$ cat config.mk
export PLATFORM = sky130hd
export DESIGN_NAME = multi_issue_instr_queue
export DESIGN_NICKNAME = d
export VERILOG_FILES = /design/src/rtl/multi_issue_instr_queue.sv
export SDC_FILE = /design/constraint.sdc
export NUM_CORES = 2
export LEC_CHECK = 0
export ABC_CLOCK_PERIOD_IN_PS = 5950
export CORE_ASPECT_RATIO = 1.25
export CORE_UTILIZATION = 42
export DETAILED_ROUTE_END_ITERATION = 7
export GPL_TIMING_DRIVEN = 0
export MAX_ROUTING_LAYER = met4
export PLACE_DENSITY = 0.64
export REMOVE_ABC_BUFFERS = 1
export SYNTH_ARGS = -nofsm -noshare
export SYNTH_HDL_FRONTEND = slang
export SYNTH_SLANG_ARGS = --single-unit
$ cat constraint.sdc
create_clock -name clk -period 5.95 [get_ports clk]
set_input_delay 1.19 -clock clk [delete_from_list [all_inputs] [get_ports clk]]
set_output_delay 1.19 -clock clk [all_outputs]
set_load 0.01 [all_outputs]
$ cat src/rtl/multi_issue_instr_queue.sv
// Multi-lane instruction queue: up to FETCH_WIDTH pushes and ISSUE_WIDTH show-ahead pops per cycle.
// Optional statistics outputs (stall_cycles, high_water) are enabled by defining QUEUE_STATS_EN.
module multi_issue_instr_queue #(
  parameter int DEPTH       = 16,
  parameter int FETCH_WIDTH = 2,
  parameter int ISSUE_WIDTH = 2,
  parameter int ENTRY_W     = 64
) (
  input  logic                                 clk,
  input  logic                                 rst_n,
  input  logic                                 flush,
  input  logic                                 push_valid,
  input  logic [$clog2(FETCH_WIDTH+1)-1:0]     push_count,
  input  logic [FETCH_WIDTH*ENTRY_W-1:0]       push_data,
  output logic                                 push_ready,
  input  logic [$clog2(ISSUE_WIDTH+1)-1:0]     pop_count,
  output logic [ISSUE_WIDTH*ENTRY_W-1:0]       issue_data,
  output logic [ISSUE_WIDTH-1:0]               issue_valid,
  output logic [$clog2(DEPTH+1)-1:0]           count,
  output logic                                 empty,
`ifdef QUEUE_STATS_EN
  output logic [31:0]                          stall_cycles,
  output logic [$clog2(DEPTH+1)-1:0]           high_water,
`endif
  output logic                                 full
);
  localparam int AW = $clog2(DEPTH);
  localparam int CW = $clog2(DEPTH+1);
  localparam int PW = $clog2(FETCH_WIDTH+1);

  logic [AW-1:0]      rd_ptr_reg;
  logic [AW-1:0]      wr_ptr_reg;
  logic [CW-1:0]      count_reg;
  logic [CW-1:0]      count_next;
  logic [CW-1:0]      pushed;
  logic [CW-1:0]      pop_ext;
  logic [CW-1:0]      eff_pop;
  logic               push_fire;
  logic [AW-1:0]      wr_addr [FETCH_WIDTH];
  logic [ENTRY_W-1:0] mem [DEPTH];

  // Readiness looks only at registered occupancy so it never depends on the consumer.
  assign push_ready = count_reg <= CW'(DEPTH - FETCH_WIDTH);
  assign push_fire  = push_valid && push_ready && !flush;
  assign pop_ext    = CW'(pop_count);

  always_comb begin
    pushed = '0;
    if (push_fire)
      pushed = (push_count > PW'(FETCH_WIDTH)) ? CW'(FETCH_WIDTH) : CW'(push_count);
    eff_pop    = (pop_ext > count_reg) ? count_reg : pop_ext;
    count_next = flush ? '0 : (count_reg + pushed - eff_pop);
  end

  always_ff @(posedge clk or negedge rst_n) begin
    if (!rst_n) begin
      rd_ptr_reg <= '0;
      wr_ptr_reg <= '0;
      count_reg  <= '0;
    end else if (flush) begin
      rd_ptr_reg <= '0;
      wr_ptr_reg <= '0;
      count_reg  <= '0;
    end else begin
      rd_ptr_reg <= rd_ptr_reg + AW'(eff_pop);
      wr_ptr_reg <= wr_ptr_reg + AW'(pushed);
      count_reg  <= count_next;
    end
  end

  generate
    for (genvar gi = 0; gi < FETCH_WIDTH; gi++) begin : g_wr_addr
      assign wr_addr[gi] = wr_ptr_reg + AW'(gi);
    end
  endgenerate

  // Storage carries no reset; validity is tracked entirely by count_reg.
  always_ff @(posedge clk) begin
    for (int i = 0; i < FETCH_WIDTH; i++) begin
      if (CW'(i) < pushed)
        mem[wr_addr[i]] <= push_data[i*ENTRY_W +: ENTRY_W];
    end
  end

  generate
    for (genvar gi = 0; gi < ISSUE_WIDTH; gi++) begin : g_issue
      assign issue_data[gi*ENTRY_W +: ENTRY_W] = mem[rd_ptr_reg + AW'(gi)];
      assign issue_valid[gi]                   = count_reg > CW'(gi);
    end
  endgenerate

  assign count = count_reg;
  assign empty = (count_reg == '0);
  assign full  = (count_reg == CW'(DEPTH));

`ifdef QUEUE_STATS_EN
  logic [31:0]   stall_reg;
  logic [CW-1:0] high_water_reg;

  // Statistics survive flush; only the hard reset clears them.
  always_ff @(posedge clk or negedge rst_n) begin
    if (!rst_n) begin
      stall_reg      <= '0;
      high_water_reg <= '0;
    end else begin
      if (push_valid && !push_ready && !flush && (stall_reg != 32'hFFFF_FFFF))
        stall_reg <= stall_reg + 32'd1;
      if (count_next > high_water_reg)
        high_water_reg <= count_next;
    end
  end

  assign stall_cycles = stall_reg;
  assign high_water   = high_water_reg;
`endif

endmodule

## Yosys cells after proc, flatten, opt, wreduce, memory -nomap -nowiden

Memories as Yosys holds them, arrays and structs flattened.
Index checks and enable logic that the tools add are counted.

| storage, ports and cells | value |
|---|---|
| register bits | 13 |
| memory bits (writable) | 1,024 |
| input bits | 136 |
| output and inout bits | 138 |
| word-level logic and storage cells | 32 |
| memories kept | 1 |

Memory list:

| name | words | width | rd ports | clocked after memory_dff | write ports | RTL line | RTL |
|---|---|---|---|---|---|---|---|
| mem | 16 | 64 | 2 | 0 | 2 | 40 | `logic [ENTRY_W-1:0] mem [DEPTH];` |

| cells by class | value |
|---|---|
| $add $sub $neg | 6 |
| $lt $le $gt $ge | 7 |
| equal/unequal tests | 1 |
| muxes and demuxes | 10 |
| reductions and logical operators | 4 |

Operator list:

| cell | number |
|---|---|
| $gt 5x1->1 const B | 2 |
| $mux 5 | 2 |
| $add 4x1->4 const B | 2 |
| $mux 4 | 2 |
| $add 5x5->5 | 1 |
| $eq 5x5->1 const B | 1 |
| $gt 2x5->1 | 1 |
| $le 5x4->1 const B | 1 |
| $logic_not 5->1 | 1 |
| $sub 5x5->5 | 1 |
| $add 4x2->4 | 1 |
| $add 4x4->4 | 1 |
| $lt 1x2->1 const A | 2 |
| $mux 1 | 4 |
| $mux 2 | 2 |
| $gt 2x2->1 const B | 1 |
| $logic_and 1x1->1 | 2 |
| $logic_not 1->1 | 1 |

## Logic depth before layout (Yosys ltp)

| depth | value |
|---|---|
| depth after elaboration | 7 |
| gate-level depth with buffers | 14 |
| gate-level depth less buffers | 14 |

## Least setup slack after synthesis

Ideal clock, no wire load.

| path | value |
|---|---|
| path type | input port to flip-flop |
| from | input port flush |
| to | memory mem[10][0], enable pin |
| setup time | 0.575 ns |
| arrival time | 6.735 ns |
| required time | 5.375 ns |
| path slack | -1.360 ns |
| stages | 4 |
| path buffers | 0 |
| cells stage by stage | nand2b_2 -> nor3_1 -> nand4b_1 -> o21ai_0 |

RTL lines:

| item | RTL line | RTL |
|---|---|---|
| start: declaration | 11 | `input logic flush,` |
| end: declaration | 40 |  |

## Worst setup path in the final report

| path | value |
|---|---|
| from | register rd_ptr_reg[0] |
| to | output port issue_data[80] |

| between the ends | value |
|---|---|
| longest elaborated chain between the ends | 2 |

RTL lines:

| item | RTL line | RTL |
|---|---|---|
| start: declaration | 31 | `logic [AW-1:0] rd_ptr_reg;` |
| start signal: assignment | 65 | `rd_ptr_reg <= rd_ptr_reg + AW'(eff_pop);` |
| $add 4x1->4 | 87 | `assign issue_data[gi*ENTRY_W +: ENTRY_W] = mem[rd_ptr_reg + AW'(gi)];` |
| $mem_v2 16x64 | n/a |  |
| end: declaration | 17 | `output logic [ISSUE_WIDTH*ENTRY_W-1:0] issue_data,` |

Every way passes these cells.

==> results.py <==
metrics = {
    "setup_path": {
        "path_class": "register to primary output",
        "crit_chain": "buf_12 -> buf_16 -> nand3b_1 -> a41o_4 -> buf_16 -> nand2_1 -> nand4_1 -> clkdlybuf4s50_1",
        "cp_slowest_cell": "a41o_4",
        "arrival_ns": 4.65,
        "critPathRequiredTime_ns": 4.76,
        "r2r_cells": 6,
        "reg2reg_slack_ns": 1.81,
        "cp_max_fo": 34,
        "crit_path_end": "issue_data[80]",
        "startpoint": "rd_ptr_reg[0]",
        "worst_setup_path_start_kind": "register",
        "cpPeakStageDelay_ns": 0.72,
        "r2r_end": "mem[13][19]",
        "crit_path_frequent_cell": "buf_16",
        "worst_setup_path_end_kind": "primary output",
        "rr_startpoint": "count[3]",
    },
    "cells_and_area": {
        "mostFrequentLayoutCells": "edfxtp_1 (1024), mux2_2 (1009), mux4_2 (512)",
        "fin_util": 0.498,
        "final_common_cell": "edfxtp_1",
        "fin_cells": 5747,
        "fill_cells": 11674,
        "nets": 3919,
        "drive_gt1_frac": 0.484,
        "largest_reg_flops": 1024,
        "syn2layout_area_growth_pct": 17.5,
    },
    "logic_synthesis": {
        "synth_xor_xnor_area_share": 0.000879,
        "synth-edff-count": 1024,
        "synth-main-ff-cell": "edfxtp_1",
        "synth_compound_area_frac": 0.0301,
        "ys_async_sr_fraction": 0.0125,
        "syn_inst": 3662,
        "ys_types": 44,
        "netlist_area_mm2": 0.0598,
        "yosys_register_bits": 1037,
        "yosysWarnings": 0,
        "synthAdderAreaFrac": 0.00406,
        "synth_top_family_by_area": "multiplexers",
        "synthSimpleGateAreaFrac": 0.0271,
        "avgSynthCellArea_um2": 16.3,
        "synth_mux_area_frac": 0.386,
        "ys_seq_area_frac": 0.520,
    },
    "power": {
        "p_leak_nw": 22.6,
        "vdd_drop_max_mv": 0.471,
        "power-per-cell-area_mw_per_mm2": 400,
    },
    "route": {
        "postRouteAntennaNets": 0,
        "wirelength_um": 200000,
        "via_per_inst": 6.59,
        "vias": 37876,
        "drc": 0,
        "wl_per_cell_um": 34.8,
        "first_iter_violations": 4564,
        "first_pass_iters": 5,
    },
    "sta": {
        "tns_ns": 0,
        "maxSlewViolCount": 0,
        "finalHoldViolCount": 0,
        "fmax_mhz": 171,
        "relSlewSlack": 0.297,
        "period_needed_ns": 5.84,
        "setup_viol": 0,
        "worst_slew_pin_slew_ns": 1.05,
        "finClkSkew_ns": 0.0324,
        "period_share": 0.981,
    },
    "clock_tree": {
        "ctsRootBufferMaster": "clkbuf_16",
        "clk_path_buf_depth": 3,
        "clk_latency_ns": 0.74,
        "cts_tree": "done",
        "cts-buffers-inserted": 108,
        "clkSinkCount": 1037,
        "h-tree-depth": 3,
        "cts_hold_buf": 0,
        "clk_pin_slew_ns": 0.06,
    },
    "global_routing": {
        "use_met2": 0.441,
        "overflow": 0,
        "grtUsageTotal": 0.282,
        "grt_first_pass_wirelength_um": 283000,
        "busiest_layer": "met2",
        "antenna_found_initial": 23,
        "grt_max_degree": 57,
        "use_met3": 0.0530,
        "grt_util_met1": 0.363,
        "grt_pass1_vias": 39462,
    },
    "placed_design": {
        "gp_congestion": 0.744,
        "place_hpwl_um": 122000,
        "port_buffers": 273,
        "dp.cells": 5520,
    },
    "run_status": {
        "status": "finished clean",
    },
    "floorplan": {
        "die_h_um": 424,
        "start_util": 0.424,
        "core_area_mm2": 0.141,
        "io_pins": 274,
        "die_width_um": 339,
        "placementRows": 154,
        "dieArea_mm2": 0.144,
    },
    "worst_hold_path": {
        "hp-class": "register to register",
    },
    "job": {
        "maxCapViolations": 0,
    },
}
==> area by class of cell <==
type / count / area, um2 / area share
antenna: 21 / 52.6 / 0.000748
clock buffer: 138 / 2880 / 0.0410
clock inverter: 60 / 464 / 0.00661
inverter: 14 / 52.6 / 0.000748
multi-input combinational: 2186 / 27200 / 0.388
sequential: 1037 / 31100 / 0.442
tap: 1872 / 2340 / 0.0333
timing repair buffer: 419 / 6160 / 0.0876
==> worst max-delay path: cells and delay by family (launching register included) <==
kind	cells	cell delay (ns)
simple gates	3	0.94
flops	1	0.69
compound gates	1	0.72
buf+inv	4	1.52
==> per-stage QoR <==
stage               hold WS, ns  cell area, um2  power, W  setup slack [ns]
floorplan                 0.640           57900    0.0158            -16.92
global placement          0.706           63000    0.0183            -28.93
detailed placement        0.727           66800    0.0214             0.321
CTS                       0.741           70200    0.0282            0.0649
global route              0.806           70200    0.0290          -0.00517
finish                    0.748           70300    0.0281             0.113
==> repair_timing <==
item	4_1_cts	5_1_grt
endpoints found under the setup margin	31	2
hold endpoints to repair	0	0
pin swaps	3	0
cloned	1	0
resized for setup	1	0
buffers inserted	5	2
==> Yosys cell counts (all sizes together), types with 3 or more instances <==
| cell | n | area, um2 |
|---|---|---|
| xor2 | 4 | 35.0 |
| nand2 | 208 | 786 |
| mux4 | 512 | 11500 |
| inv | 14 | 52.6 |
| a21oi | 6 | 30.0 |
| nand2b | 6 | 40.0 |
| clkbuf | 231 | 868 |
| or2 | 3 | 18.8 |
| o21ai | 145 | 726 |
| nand3b | 3 | 22.5 |
| nor3b | 4 | 30.0 |
| edfxtp | 1024 | 30700 |
| fa | 4 | 80.1 |
| buf | 195 | 1000 |
| a22oi | 129 | 968 |
| dfrtp | 13 | 325 |
| nor3 | 4 | 20.0 |
| nand4 | 65 | 407 |
| ha | 13 | 163 |
| nor2b | 13 | 81.3 |
| mux2 | 1025 | 11500 |
| nor2 | 12 | 45.0 |
| nand3 | 9 | 45.0 |
==> power by group <==
group	leakage (nW)	internal [W]	switching (W)
Sequential	9.38	0.00813	0.000164
Clock	1.62	0.00370	0.00296
Combinational	11.6	0.00641	0.00671
Total	22.6	0.0182	0.00983
==> worst min-delay path by stage <==
stage | slack, ns | startpoint | to | depth (start not counted)
finish | 0.75 | wr_ptr_reg[0] | wr_ptr_reg[0] | 2
global route | 0.81 | wr_ptr_reg[0] | wr_ptr_reg[0] | 2
CTS | 0.74 | wr_ptr_reg[0] | wr_ptr_reg[0] | 2
detailed placement | 0.73 | wr_ptr_reg[0] | wr_ptr_reg[0] | 2
global placement | 0.71 | wr_ptr_reg[0] | wr_ptr_reg[0] | 2
floorplan | 0.64 | rd_ptr_reg[3] | rd_ptr_reg[3] | 2
==> kinds of logic (layout without fill, tap and decap cells) <==
group,count (synthesis),after routing
other,1,22
DFF,1037,1037
buffers and inverters,440,631
adders and majority gates,17,17
and+or+nand+nor,336,336
AOI/OAI and AO/OA,288,289
muxes,1537,1537
xor gates and xnor gates,6,6
==> per-layer routing <==
metal | up-vias | part of all wire | routed length, um
li1 | 15254 | - | -
met1 | 20073 | 0.39 | 77800
met2 | 2033 | 0.48 | 95300
met3 | 516 | 0.092 | 18300
met4 | 0 | 0.042 | 8300
met5 | - | 0 | 0
Power figures use the tool's default switching activity.
